### src/rtl/pipe_hazard_ctrl_if.sv
// Pipeline hazard control bus.
// Groups the hazard-detection inputs from the pipeline registers with the
// stall/flush controls sent back to them. The optional stall_cnt signal
// appears only when STALL_CNT_EN is defined.
interface pipe_hazard_ctrl_if;

   // Hazard-detection inputs sampled from the pipeline registers
   logic [4:0]  id_rs;
   logic [4:0]  id_rt;
   logic        idex_memread;
   logic [4:0]  idex_rt;
   logic        branch_taken;
   logic        jump;
   logic        mem_req;
   logic        mem_ack;

   // Stall and flush controls returned to the pipeline
   logic        pc_write;
   logic        ifid_write;
   logic        ifid_flush;
   logic        idex_flush;
   logic        exmem_flush;
   logic        pipe_freeze;
   logic [1:0]  state;
`ifdef STALL_CNT_EN
   logic [15:0] stall_cnt;
`endif

   // Pipeline side: drives the hazard inputs, observes the controls
   modport master (
      output id_rs, id_rt, idex_memread, idex_rt,
      output branch_taken, jump, mem_req, mem_ack,
      input  pc_write, ifid_write, ifid_flush, idex_flush,
      input  exmem_flush, pipe_freeze, state
`ifdef STALL_CNT_EN
      , input stall_cnt
`endif
   );

   // Controller side: observes the hazard inputs, drives the controls
   modport slave (
      input  id_rs, id_rt, idex_memread, idex_rt,
      input  branch_taken, jump, mem_req, mem_ack,
      output pc_write, ifid_write, ifid_flush, idex_flush,
      output exmem_flush, pipe_freeze, state
`ifdef STALL_CNT_EN
      , output stall_cnt
`endif
   );

endinterface

### src/rtl/pipe_hazard_ctrl.sv
// Hazard controller for a five-stage pipeline.
// Handles three kinds of events, in priority order:
//   - data-memory wait  : freeze the whole pipeline until mem_ack, or halt
//                         once MEM_TIMEOUT wait cycles pass without an ack
//   - redirect          : taken branch or jump, flush IF/ID, ID/EX, EX/MEM
//   - load-use          : one bubble inserted into ID/EX
// Only the state and a 4-bit wait counter are registered; every control
// output is combinational in the state and the inputs.
// Optional feature macro: STALL_CNT_EN adds a saturating 16-bit count of
// cycles with pc_write low.
module pipe_hazard_ctrl #(
   parameter int MEM_TIMEOUT = 15
) (
   input logic          clk,
   input logic          rst_n,
   pipe_hazard_ctrl_if.slave hz
);

   typedef enum logic [1:0] {
      ST_RUN      = 2'd0,
      ST_FLUSH    = 2'd1,
      ST_MEM_WAIT = 2'd2,
      ST_HALT     = 2'd3
   } state_t;

   // Last counter value before the wait gives up. Out-of-range timeouts are
   // clamped into 1..15 so the 4-bit counter can always reach the limit.
   localparam int TIMEOUT_CLAMPED = (MEM_TIMEOUT < 1)  ? 1  :
                                    (MEM_TIMEOUT > 15) ? 15 : MEM_TIMEOUT;
   localparam logic [3:0] WAIT_LAST = 4'(TIMEOUT_CLAMPED - 1);

   state_t     state_q;
   logic [3:0] wait_cnt;

   logic mem_wait_evt;
   logic redirect_evt;
   logic load_use_evt;

   // Event decode shared by the state register and the output logic.
   // A load-use hazard needs a real destination: register 0 is hard-wired
   // to zero, so a load into it can never create a dependency.
   assign mem_wait_evt = hz.mem_req & ~hz.mem_ack;
   assign redirect_evt = hz.branch_taken | hz.jump;
   assign load_use_evt = hz.idex_memread
                         & (hz.idex_rt != 5'd0)
                         & ((hz.idex_rt == hz.id_rs) | (hz.idex_rt == hz.id_rt));

   // State register and wait counter; memory wait outranks redirect, and
   // the counter only advances while a memory access is outstanding.
   always_ff @(posedge clk or negedge rst_n) begin
      if (!rst_n) begin
         state_q  <= ST_RUN;
         wait_cnt <= 4'd0;
      end else begin
         case (state_q)
            ST_RUN: begin
               if (mem_wait_evt) begin
                  wait_cnt <= 4'd0;
                  state_q  <= ST_MEM_WAIT;
               end else if (redirect_evt) begin
                  state_q  <= ST_FLUSH;
               end
            end
            ST_FLUSH: begin
               state_q <= ST_RUN;
            end
            ST_MEM_WAIT: begin
               wait_cnt <= wait_cnt + 4'd1;
               if (hz.mem_ack) begin
                  state_q <= ST_RUN;
               end else if (wait_cnt == WAIT_LAST) begin
                  state_q <= ST_HALT;
               end
            end
            ST_HALT: begin
               state_q <= ST_HALT;
            end
            default: begin
               state_q <= ST_RUN;
            end
         endcase
      end
   end

   // Control outputs from the current state and inputs. Reset gates every
   // control back to its default so a freeze cannot outlive the reset pulse,
   // whatever the pipeline is still presenting on the inputs.
   always_comb begin
      hz.pc_write    = 1'b1;
      hz.ifid_write  = 1'b1;
      hz.ifid_flush  = 1'b0;
      hz.idex_flush  = 1'b0;
      hz.exmem_flush = 1'b0;
      hz.pipe_freeze = 1'b0;
      if (rst_n) begin
         case (state_q)
            ST_RUN: begin
               if (mem_wait_evt) begin
                  hz.pipe_freeze = 1'b1;
                  hz.pc_write    = 1'b0;
                  hz.ifid_write  = 1'b0;
               end else if (redirect_evt) begin
                  hz.ifid_flush  = 1'b1;
                  hz.idex_flush  = 1'b1;
                  hz.exmem_flush = 1'b1;
               end else if (load_use_evt) begin
                  hz.pc_write    = 1'b0;
                  hz.ifid_write  = 1'b0;
                  hz.idex_flush  = 1'b1;
               end
            end
            ST_MEM_WAIT: begin
               if (!hz.mem_ack) begin
                  hz.pipe_freeze = 1'b1;
                  hz.pc_write    = 1'b0;
                  hz.ifid_write  = 1'b0;
               end
            end
            ST_HALT: begin
               hz.pipe_freeze = 1'b1;
               hz.pc_write    = 1'b0;
               hz.ifid_write  = 1'b0;
            end
            default: begin
               hz.pc_write = 1'b1;
            end
         endcase
      end
   end

   assign hz.state = state_q;

`ifdef STALL_CNT_EN
   logic [15:0] stall_cnt_q;

   // Saturating count of cycles in which the PC was held
   always_ff @(posedge clk or negedge rst_n) begin
      if (!rst_n) begin
         stall_cnt_q <= 16'd0;
      end else if (!hz.pc_write && (stall_cnt_q != 16'hFFFF)) begin
         stall_cnt_q <= stall_cnt_q + 16'd1;
      end
   end

   assign hz.stall_cnt = stall_cnt_q;
`endif

endmodule

### src/flat_wrapper.sv
// flat-port wrapper written by rule: the top's interface ports become plain ports
module pipe_hazard_ctrl_flat 
#(
   parameter int MEM_TIMEOUT = 15
)
  (clk, rst_n, hz_id_rs, hz_id_rt, hz_idex_memread, hz_idex_rt, hz_branch_taken, hz_jump, hz_mem_req, hz_mem_ack, hz_pc_write, hz_ifid_write, hz_ifid_flush, hz_idex_flush, hz_exmem_flush, hz_pipe_freeze, hz_state);
  pipe_hazard_ctrl_if hz_i ();
  input logic clk;
  input logic rst_n;
  input wire logic [$bits(hz_i.id_rs)-1:0] hz_id_rs;
  input wire logic [$bits(hz_i.id_rt)-1:0] hz_id_rt;
  input wire logic [$bits(hz_i.idex_memread)-1:0] hz_idex_memread;
  input wire logic [$bits(hz_i.idex_rt)-1:0] hz_idex_rt;
  input wire logic [$bits(hz_i.branch_taken)-1:0] hz_branch_taken;
  input wire logic [$bits(hz_i.jump)-1:0] hz_jump;
  input wire logic [$bits(hz_i.mem_req)-1:0] hz_mem_req;
  input wire logic [$bits(hz_i.mem_ack)-1:0] hz_mem_ack;
  output wire logic [$bits(hz_i.pc_write)-1:0] hz_pc_write;
  output wire logic [$bits(hz_i.ifid_write)-1:0] hz_ifid_write;
  output wire logic [$bits(hz_i.ifid_flush)-1:0] hz_ifid_flush;
  output wire logic [$bits(hz_i.idex_flush)-1:0] hz_idex_flush;
  output wire logic [$bits(hz_i.exmem_flush)-1:0] hz_exmem_flush;
  output wire logic [$bits(hz_i.pipe_freeze)-1:0] hz_pipe_freeze;
  output wire logic [$bits(hz_i.state)-1:0] hz_state;
  assign hz_i.id_rs = hz_id_rs;
  assign hz_i.id_rt = hz_id_rt;
  assign hz_i.idex_memread = hz_idex_memread;
  assign hz_i.idex_rt = hz_idex_rt;
  assign hz_i.branch_taken = hz_branch_taken;
  assign hz_i.jump = hz_jump;
  assign hz_i.mem_req = hz_mem_req;
  assign hz_i.mem_ack = hz_mem_ack;
  assign hz_pc_write = hz_i.pc_write;
  assign hz_ifid_write = hz_i.ifid_write;
  assign hz_ifid_flush = hz_i.ifid_flush;
  assign hz_idex_flush = hz_i.idex_flush;
  assign hz_exmem_flush = hz_i.exmem_flush;
  assign hz_pipe_freeze = hz_i.pipe_freeze;
  assign hz_state = hz_i.state;
  pipe_hazard_ctrl #(.MEM_TIMEOUT(MEM_TIMEOUT)) u_core (.clk(clk), .rst_n(rst_n), .hz(hz_i));
endmodule
### config.mk
export PLATFORM = sky130hd
export DESIGN_NAME = pipe_hazard_ctrl_flat
export DESIGN_NICKNAME = d
export VERILOG_FILES = /design/src/rtl/pipe_hazard_ctrl_if.sv /design/src/rtl/pipe_hazard_ctrl.sv /design/src/flat_wrapper.sv
export SDC_FILE = /design/constraint.sdc
export NUM_CORES = 1
export LEC_CHECK = 0
export ABC_AREA = 1
export BUFFER_PORTS_ARGS = -buffer_cell sky130_fd_sc_hd__buf_2
export CORE_MARGIN = 2
export CORE_UTILIZATION = 39
export DETAILED_ROUTE_END_ITERATION = 10
export GPL_TIMING_DRIVEN = 0
export HOLD_SLACK_MARGIN = 0.15
export PLACE_DENSITY = 0.73
export SKIP_LAST_GASP = 1
export SYNTH_ARGS = -nofsm -noshare
export SYNTH_HDL_FRONTEND = slang
export SYNTH_SLANG_ARGS = --single-unit
### constraint.sdc
create_clock -name clk -period 1.2 [get_ports clk]
set_input_delay 0.24 -clock clk [delete_from_list [all_inputs] [get_ports clk]]
set_output_delay 0.24 -clock clk [all_outputs]
set_load 0.1 [all_outputs]
# Word level (Yosys, flattened, before mapping)
# Index checks and enable logic that the tools add are counted.
dict set report totals {
  input_bits 22
  out_inout_bits 8
  reg_bits 6
}
dict set report op_classes {
  bitwise 6
  n_eq_ne 9
  mux 26
  n_addsub 1
  n_reduce_logical 5
}
# operator n
set ops {}
lappend ops {{$mux W1} 17}
lappend ops {{$eq A5 B5 Y1} 2}
lappend ops {{$mux W2} 4}
lappend ops {{$pmux W2 S4} 1}
lappend ops {{$pmux W4 S2} 1}
lappend ops {{$pmux W1 S3} 2}
lappend ops {{$reduce_bool A5 Y1} 1}
lappend ops {{$add A4 B1 Y4 const B} 1}
lappend ops {{$eq A2 B2 Y1 const B} 2}
lappend ops {{$eq A4 B4 Y1 const B} 1}
lappend ops {{$mux W4} 1}
lappend ops {{$reduce_and A2 Y1} 2}
lappend ops {{$and A1 B1 Y1} 3}
lappend ops {{$ne A3 B1 Y1 const B} 1}
lappend ops {{$ne A3 B2 Y1 const B} 1}
lappend ops {{$eq A2 B1 Y1 const B} 1}
lappend ops {{$logic_not A2 Y1} 1}
lappend ops {{$ne A2 B1 Y1 const B} 1}
lappend ops {{$or A1 B1 Y1} 2}
lappend ops {{$reduce_bool A2 Y1} 1}
lappend ops {{$not A1 Y1} 1}

# Longest topological paths before layout
# Gate-level depths: netlist of run 1.
dict set report logic_depth {
  depth_word 8
  depth_mapped 10
  ltp_nobuf 9
}

# Least setup slack after synthesis of run 1
# Ideal clock, no wire load.
dict set report synth_path {
  path_kind {register to output}
  from {register u_core.state_q[1] (netlist: u_core.hz.state[1])}
  to {output port hz_ifid_flush}
  required_time_ns 0.960
  n_path_buf 1
  arrival_time_ns 3.028
  slack_ns -2.068
  path_stages_with_launch 7
  cell_sequence {dfrtp_1 -> nor2_1 -> o21ai_1 -> inv_1 -> nand2_1 -> nor2_1 -> buf_4}
}
dict set report synth_via {
  elab_chain_len 3
}
# item line
set synth_rtl {}
lappend synth_rtl {{start, declared} pipe_hazard_ctrl.sv:32} ;# state_t state_q;
lappend synth_rtl {{start signal, assigned} pipe_hazard_ctrl.sv:52} ;# state_q <= ST_RUN;
lappend synth_rtl {{start signal, assigned} pipe_hazard_ctrl.sv:59} ;# state_q <= ST_MEM_WAIT;
lappend synth_rtl {{start signal, assigned} pipe_hazard_ctrl.sv:61} ;# state_q <= ST_FLUSH;
lappend synth_rtl {{$logic_not A2 Y1} n/a}
lappend synth_rtl {{$mux W1 (2 in series)} n/a}
lappend synth_rtl {{end, declared} flat_wrapper.sv:20} ;# output wire logic [$bits(hz_i.ifid_flush)-1:0] hz_ifid_flush;
# Every way passes these cells.

# Worst setup path in the final report of run 1
dict set report layout_path {
  from {register u_core.state_q[1] (netlist: u_core.hz.state[1])}
  to {output port hz_ifid_flush}
}
dict set report layout_via {
  elab_chain_len 3
}
# item line
set layout_rtl {}
lappend layout_rtl {{$logic_not A2 Y1} pipe_hazard_ctrl.sv:96} ;# case (state_q)
lappend layout_rtl {{$mux W1} pipe_hazard_ctrl.sv:96}
lappend layout_rtl {{$mux W1} pipe_hazard_ctrl.sv:95} ;# if (rst_n) begin
# Every way passes these cells.

==> results.cfg, run 1 <==
[place]
io_buffers = 29
place_ws_ps = -539.0
place.gp.congestion = 0.7783
dpl-instance-area_sq_um = 822.0
hpwl_um = 1254

[final_layout]
nets = 165
fillers = 98
drive_gt1_frac = 0.4460
diodes = 0
synthToLayoutAreaGrowth_pct = 80.43
finalInstanceArea_sq_mm = 0.001050

[setup_path]
critPathLaunchType = register
path_depth = 7
worstPathArrival_ps = 1540
critPathTopFamily = flip-flops
critical_path_class = register to output port
critPathBufInv = 3
critPathMaxStageDelay_ps = 520
reg2reg_slack_ps = 0
reg2regPathDepth = 6
worstPathRequired_ps = 960
cp_max_fo = 5
crit_chain = nor2_4 -> o21ai_2 -> inv_2 -> nand2_4 -> nor2_4 -> buf_12 -> buf_12
cp-end-kind = output port
slowest_stage = dfrtp_4

[clocking]
cts_tree = yes
clk_latency_ps = 230
cts.sinks = 6
clk_path_buf_depth = 2
cts_made_buffers = 3
clkTransAtPathRegs_ps = 50
root_buffer = clkbuf_4
h-tree-depth = 1

[drt]
dr.pass1.iters = 4
wirelength_um = 2103
drtIter0Drc = 19
wl_per_cell_um = 13.66
vias = 766
vias_per_cell = 4.974
drc = 0
antenna_left = 0

[synthesis]
yosys.area_share.simple = 0.3699
yosys.area.top_type = dfrtp_1
synth_edf_count = 0
ys.flop_type = dfrtp_1
synth_top_family_by_area = simple AND/OR/NAND/NOR gates
synthCells = 101
yosysWarnings = 0
muxShareOfSynthArea = 0
synth_area_leaders = dfrtp_1, nand2_1, inv_1
avgSynthCellArea_sq_um = 5.760
syn_nets = 125
ys_seq_area_frac = 0.2581
synth_fa_ha_area_frac = 0.04301
synthArstFlopShare = 1.000
synth_seq_cells = 6
syn_area_sq_um = 581.8
ys_types = 18
synth_compound_gate_area_share = 0.1312
netlist.area_leader.share = 0.2581
synthTopCellsByCount = nand2_1, inv_1, nor2_1, dfrtp_1
synth_xor_area_frac = 0.03011
synth.most_common_cell = nand2_1

[global_routing]
grt_usage = 0.2211
grt_max_degree = 7
grt_first_pass_wirelength_um = 3118
grt_pass1_vias = 727
gr-total-overflow = 0
antenna_found_initial = 0

[power_and_ir_drop]
p_leak_nw = 0.5874
max-vdd-ir-drop_mv = 1.099
power_mw = 2.672
power.density_mw_per_mm2 = 2545

[timing]
finalCriticalPeriod_ps = 1784
skew_ps = 2.684
worst_pin_slew_ps = 483.6
finalSetupViolCount = 10
finalMaxSlewViolations = 0
post-route-period-util = 1.487
slew_headroom = 0.6798
rsz0062_at_grt = yes
max_freq_ghz = 0.5604
finalWorstSetupSlack_ps = -584.5
hold_viol = 0

[floorplan]
die_area_sq_mm = 0.001817
start_util = 0.4310
die_y_um = 42.63
pin_count = 30
fp-row-count = 13
core_sq_mm = 0.001350
die_w_um = 42.63

[run_status]
status = finished with violations
violations = setup timing

[min_path]
min_path_cells = 3
hold_path.class = input pin to register

[run]
maxCapViolations = 0
==> layer usage <==
layer	vias up	GRT usage	wire [um]
met3	8	0.01293	74
li1	384	-	-
met5	-	0	0
met2	27	0.4000	1153
met4	0	0.08125	47
met1	347	0.2689	829
==> worst min-delay path, stage by stage <==
cell and delay, ps:
buf_2 130, nor3_4 170, a221oi_2 50
==> kinds of logic (layout without fill, tap and decap cells) <==
| logic type | count (synthesis) | count (layout) |
|---|---|---|
| simple gates | 54 | 54 |
| buf+inv | 24 | 62 |
| flops | 6 | 6 |
| compound gates | 13 | 13 |
| xor+xnor | 2 | 2 |
| fa+ha+maj | 2 | 2 |
==> what timing repair did <==
| item | CTS | global route |
|---|---|---|
| buffers inserted | 3 | 3 |
| pin swaps | 5 | 2 |
| hold buffers | 1 | 0 |
| gates resized for setup | 32 | 14 |
| hold endpoints to repair | 6 | 0 |
| endpoints found under the setup margin | 9 | 12 |
==> cell usage in the layout (no fill, tap or decap), drive strengths merged <==
| cell type | netlist | final |
|---|---|---|
| o31ai | 1 | 1 |
| nor3 | 1 | 1 |
| o22ai | 1 | 1 |
| xnor2 | 2 | 2 |
| clkbuf | 0 | 3 |
| dlygate4sd3 | 0 | 1 |
| o21ai | 6 | 6 |
| nor2 | 11 | 11 |
| nand4 | 2 | 2 |
| buf | 2 | 36 |
| nand3 | 5 | 5 |
| a21oi | 4 | 4 |
| ha | 2 | 2 |
| a221oi | 1 | 1 |
| dfrtp | 6 | 6 |
| inv | 22 | 22 |
| nand2 | 35 | 35 |
==> registers in the layout, indices dropped and copies added (netlist names) <==
signal,cells
u_core.wait_cnt,4
u_core.hz.state,2
==> report_power, final <==
group	internal [mW]	switching [mW]	total, mW	leakage, nW
combinational	0.748	1.30	2.05	0.498
clock	0.113	0.0668	0.180	0.0138
sequential	0.316	0.129	0.445	0.0752
total	1.18	1.49	2.67	0.587
==> through the flow <==
step | setup TNS, ps | instances | util | hold slack [ps]
after CTS | -3196 | 152 | 0.7275 | 369.9
after global placement | -2692 | 145 | 0.6089 | 85.40
after global routing | -4012 | 154 | 0.7776 | 386.8
final | -3494 | 154 | 0.7776 | 387.6
after floorplan | -3949 | 101 | - | -55.59
after detailed placement | -2791 | 145 | 0.6089 | 88.30
==> final timing paths <==
check	start	to
worst max-delay path	u_core.hz.state[1]	hz_ifid_flush
worst min-delay path	hz_branch_taken	u_core.hz.state[0]
worst max register to register	u_core.hz.state[1]	u_core.wait_cnt[1]
worst min register to register	u_core.wait_cnt[3]	u_core.wait_cnt[3]
max in group asynchronous	rst_n	u_core.hz.state[1]
min in group asynchronous	rst_n	u_core.hz.state[0]
==> cell type report <==
type                            instances  area (sq um)  area share
Tap cell                               15         18.77     0.01788
Buffer                                  2         40.04     0.03814
Inverter                               22         85.08     0.08105
Timing Repair Buffer                   35         289.0      0.2753
Clock buffer                            3         22.52     0.02145
Sequential cell                         6         157.7      0.1502
Multi-Input combinational cell         71         436.7      0.4160
Note: power is estimated with default switching activity, not from simulation.
==> run 2, diff against run 1 <==
Settings changed: CELL_PAD_IN_SITES_DETAIL_PLACEMENT set to 1, CELL_PAD_IN_SITES_GLOBAL_PLACEMENT set to 2, CORE_UTILIZATION 39 to 18, PLACE_DENSITY 0.73 to not set, PLACE_DENSITY_LB_ADDON set to 0.1.
==> results.cfg, run 2 (synthesized netlist as in run 1, its figures left out) <==
[run_status]
status = finished with violations
violations = setup timing

[setup_path]
worstPathArrival_ps = 1520
reg2reg_slack_ps = -60
reg2regPathDepth = 6
worstPathRequired_ps = 960
reg2reg_to = u_core.hz.state[0]
path_depth = 7
critPathBufInv = 3
crit_chain = nor2_4 -> o21ai_2 -> inv_2 -> nand2_4 -> nor2_4 -> buf_12 -> buf_12
slowest_stage = dfrtp_4
r2r_start = u_core.hz.state[1]
cp-end-kind = output port
critPathMaxStageDelay_ps = 510
startpoint = u_core.hz.state[1]
critPathLaunchType = register
critPathTopFamily = flip-flops
critical_path_class = register to output port
cp_max_fo = 4
endpoint = hz_ifid_flush

[timing]
skew_ps = 11.37
max_freq_ghz = 0.5677
post-route-period-util = 1.468
rsz0062_at_grt = yes
finalCriticalPeriod_ps = 1761
worst_pin_slew_ps = 487.9
finalWorstSetupSlack_ps = -561.4
finalSetupViolCount = 9
fin_hold_ws_ps = 364.3
finalMaxSlewViolations = 0
hold_viol = 0
slew_headroom = 0.6770

[place]
io_buffers = 29
hpwl_um = 1462
place_ws_ps = -599.7
place_inst = 174
place.gp.congestion = 0.7523

[clocking]
cts_made_buffers = 3
cts_tree = yes
cts.sinks = 6
root_buffer = clkbuf_4
clk_path_buf_depth = 2
clk_latency_ps = 260
clkTransAtPathRegs_ps = 60
h-tree-depth = 1

[final_layout]
synthToLayoutAreaGrowth_pct = 84.95
layout_commonest_cell = nand2_1
diodes = 0
layout.cells.non_filler = 183
largest_reg_flops = 4
nets = 164
drive_gt1_frac = 0.4388
layout.cells.most_common_list = nand2_1, buf_2, inv_1
regMostFlops = u_core.wait_cnt

[power_and_ir_drop]
max-vdd-ir-drop_mv = 0.9291
p_leak_nw = 0.5716
power.density_mw_per_mm2 = 2428

[global_routing]
grt_first_pass_wirelength_um = 3263
antenna_found_initial = 0
grt_usage = 0.1209
grt_max_degree = 7
grt_pass1_vias = 750
gr-total-overflow = 0

[floorplan]
die_y_um = 60.86
die_area_sq_mm = 0.003703
start_util = 0.1906
fp-row-count = 20
pin_count = 30
core_sq_mm = 0.003053
die_w_um = 60.86

[drt]
dr.pass1.iters = 4
wl_per_cell_um = 10.31
drc = 0
antenna_left = 0
drtIter0Drc = 16
wirelength_um = 1886
vias = 716
vias_per_cell = 3.913

[min_path]
hold_path.class = input pin to register
min_path_cells = 3

[run]
maxCapViolations = 0
[run 2: changes by cell type in the layout (fill, tap and decap cells not counted), sizes merged]
cell	delta
clkbuf	+1
buf	-1
[run 2: layer usage]
layer / global-route usage / wire length, um / up-vias
met5: 0 / 0 / -
li1: - / - / 388
met2: 0.1966 / 893 / 17
met1: 0.1489 / 876 / 307
met4: 0.04658 / 26 / 0
met3: 0.03838 / 90 / 4
[run 2: layout make-up]
class                   instances  area (sq um)
clock buffers                   4         26.28
inverters                      22         85.08
fillers                       399          1977
multi-input cells              71         426.7
well taps                      44         55.05
plain buffers                   2         40.04
flip-flops and latches          6         157.7
repair buffers                 34         285.3
[run 2: worst min-delay path: cells and delay by family]
family / cells / cell delay (ps)
AOI/OAI and AO/OA: 1 / 160
buffers and inverters: 1 / 120
and+or+nand+nor: 1 / 50
[run 2: what timing repair did]
item | 4_1_cts | 5_1_grt
hold buffers | 1 | 0
buffers inserted | 3 | 1
pin swaps | 4 | 1
hold endpoints to repair | 6 | 0
setup endpoints to repair | 9 | 11
gates resized for setup | 35 | 7
[run 2: stage by stage]
step                      TNS (ps)  power, mW    util  cell area [sq um]
after floorplan              -3949      1.623       -              658.1
after CTS                    -3313      2.521  0.3406               1040
final                        -3365      2.613  0.3525               1076
after global placement       -2933      1.859  0.2811              858.3
after global routing         -4015      2.776  0.3525               1076
after detailed placement     -3012      1.873  0.2811              858.3
[run 2: worst min path at each step]
stage	startpoint	endpoint	slack [ps]
2_1_floorplan	rst_n	u_core.wait_cnt[0]	-60
4_1_cts	hz_mem_ack	u_core.hz.state[0]	370
6_report	hz_jump	u_core.hz.state[0]	360
5_1_grt	hz_branch_taken	u_core.hz.state[0]	390
3_5_place_dp	rst_n	u_core.hz.state[1]	100
3_3_place_gp	rst_n	u_core.hz.state[1]	90
[run 2: power breakdown]
part | switching, mW | total, mW | internal (mW) | leakage (nW)
registers | 0.106 | 0.422 | 0.316 | 0.0752
clock network | 0.0886 | 0.216 | 0.127 | 0.0150
logic | 1.26 | 1.98 | 0.720 | 0.481
total | 1.45 | 2.61 | 1.16 | 0.572
==> run 3, diff against run 2 <==
--- a/constraint.sdc
+++ b/constraint.sdc
@@ -3,2 +3,2 @@
 set_output_delay 0.24 -clock clk [all_outputs]
-set_load 0.1 [all_outputs]
+set_load 0.005 [all_outputs]
==> results.cfg, run 3 (synthesized netlist as in run 1, its figures left out) <==
[power_and_ir_drop]
power_mw = 1.410
max-vdd-ir-drop_mv = 0.2620
p_leak_nw = 0.5230
power.density_mw_per_mm2 = 1581

[timing]
setup_tns_ps = -1757
post-route-period-util = 1.318
finalWorstSetupSlack_ps = -381.9
rsz0062_at_grt = yes
worst_pin_slew_ps = 296.0
slew_headroom = 0.8020
finalCriticalPeriod_ps = 1582
finalSetupViolCount = 6
skew_ps = 0.2196
hold_viol = 0
finalMaxSlewViolations = 0
max_freq_ghz = 0.6321

[clocking]
clk_path_buf_depth = 2
cts.sinks = 6
root_buffer = clkbuf_4
clk_latency_ps = 250
clkTransAtPathRegs_ps = 40
h-tree-depth = 1
cts_made_buffers = 3
cts_tree = yes

[global_routing]
grt_usage = 0.1067
grt_max_degree = 7
gr-total-overflow = 0
antenna_found_initial = 0
grt_first_pass_wirelength_um = 3029
grt_pass1_vias = 786

[drt]
wirelength_um = 1739
vias = 755
antenna_left = 0
drc = 0
wl_per_cell_um = 9.503
drtIter0Drc = 22
vias_per_cell = 4.126
dr.pass1.iters = 4

[floorplan]
die_area_sq_mm = 0.003703
start_util = 0.1906
pin_count = 30
die_y_um = 60.86
die_w_um = 60.86
core_sq_mm = 0.003053
fp-row-count = 20

[place]
place_inst = 174
hpwl_um = 1455
place.gp.congestion = 0.7327
place_ws_ps = -302.6
io_buffers = 29

[run_status]
violations = setup timing
status = finished with violations

[final_layout]
layout_commonest_cell = nand2_1
drive_gt1_frac = 0.4101
multi_input_area_sq_um = 367.9
seq_area_sq_um = 150.1
synthToLayoutAreaGrowth_pct = 53.33
layout.cells.most_common_list = nand2_1, buf_2, inv_1
fillers = 422
largest_reg_flops = 4
layout.cells.non_filler = 183
postLayoutCoreUtil = 0.2922
nets = 165
regMostFlops = u_core.wait_cnt
diodes = 0

[min_path]
min_path_cells = 3
hp-start = hz_branch_taken
hold_path.class = input pin to register
holdPathEnd = u_core.hz.state[0]

[setup_path]
r2r_start = u_core.hz.state[1]
reg2reg_to = u_core.hz.state[0]
worstPathRequired_ps = 960
worstPathArrival_ps = 1340
cp-end-kind = output port
critPathLaunchType = register
cp_max_fo = 4
critical_path_class = register to output port
reg2reg_slack_ps = 80
reg2regPathDepth = 5

[run]
maxCapViolations = 0
==> run 3: critical path, stage by stage (launching register included) <==
cell and delay [ps]:
dfrtp_1 410, buf_4 150, nand2_2 60, inv_2 50, a21oi_2 120, nand2_1 70, buf_4 130, buf_6 100
==> run 3: metal layers <==
| layer | vias up | global-route usage | wire (um) |
|---|---|---|---|
| met5 | - | 0 | 0 |
| met4 | 0 | 0.04658 | 23 |
| met3 | 3 | 0.006397 | 81 |
| met2 | 22 | 0.2120 | 955 |
| met1 | 341 | 0.1135 | 678 |
| li1 | 389 | - | - |
==> run 3: how the worst max path moves through the flow <==
| stage | start | endpoint | cells past startpoint |
|---|---|---|---|
| 2_1_floorplan | u_core.hz.state[1] | hz_ifid_flush | 6 |
| 3_3_place_gp | hz_idex_rt[1] | hz_pc_write | 12 |
| 3_5_place_dp | hz_idex_rt[1] | hz_pc_write | 12 |
| 4_1_cts | u_core.hz.state[0] | hz_ifid_flush | 7 |
| 5_1_grt | u_core.hz.state[1] | hz_pc_write | 7 |
| 6_report | u_core.hz.state[1] | hz_pc_write | 7 |
==> run 3: area by class of cell <==
cell class                      instances  share of cell area
Inverter                               22             0.09257
Sequential cell                         6              0.1683
Buffer                                  2             0.01683
Clock buffer                            3             0.02525
Timing Repair Buffer                   35              0.2230
Multi-Input combinational cell         71              0.4123
Tap cell                               44             0.06171
==> run 3: through the flow <==
stage               area [sq um]  hold slack, ps
floorplan                  584.3          -55.59
global placement           784.5           91.56
detailed placement         784.5           93.89
CTS                        870.8           368.9
global route               892.1           375.7
finish                     892.1           359.1
==> run 3: report_power, final <==
group,internal [mW],total [mW],switching [mW]
Clock,0.113,0.190,0.0769
Sequential,0.293,0.389,0.0950
Combinational,0.405,0.831,0.427
Total,0.811,1.41,0.599
==> run 3: repair_timing <==
| item | CTS | global route |
|---|---|---|
| hold buffers | 1 | 0 |
| buffers inserted | 4 | 1 |
| gates resized for setup | 10 | 6 |
| pin swaps | 3 | 1 |
| endpoints found under the hold margin | 6 | 0 |
| setup endpoints to repair | 6 | 9 |
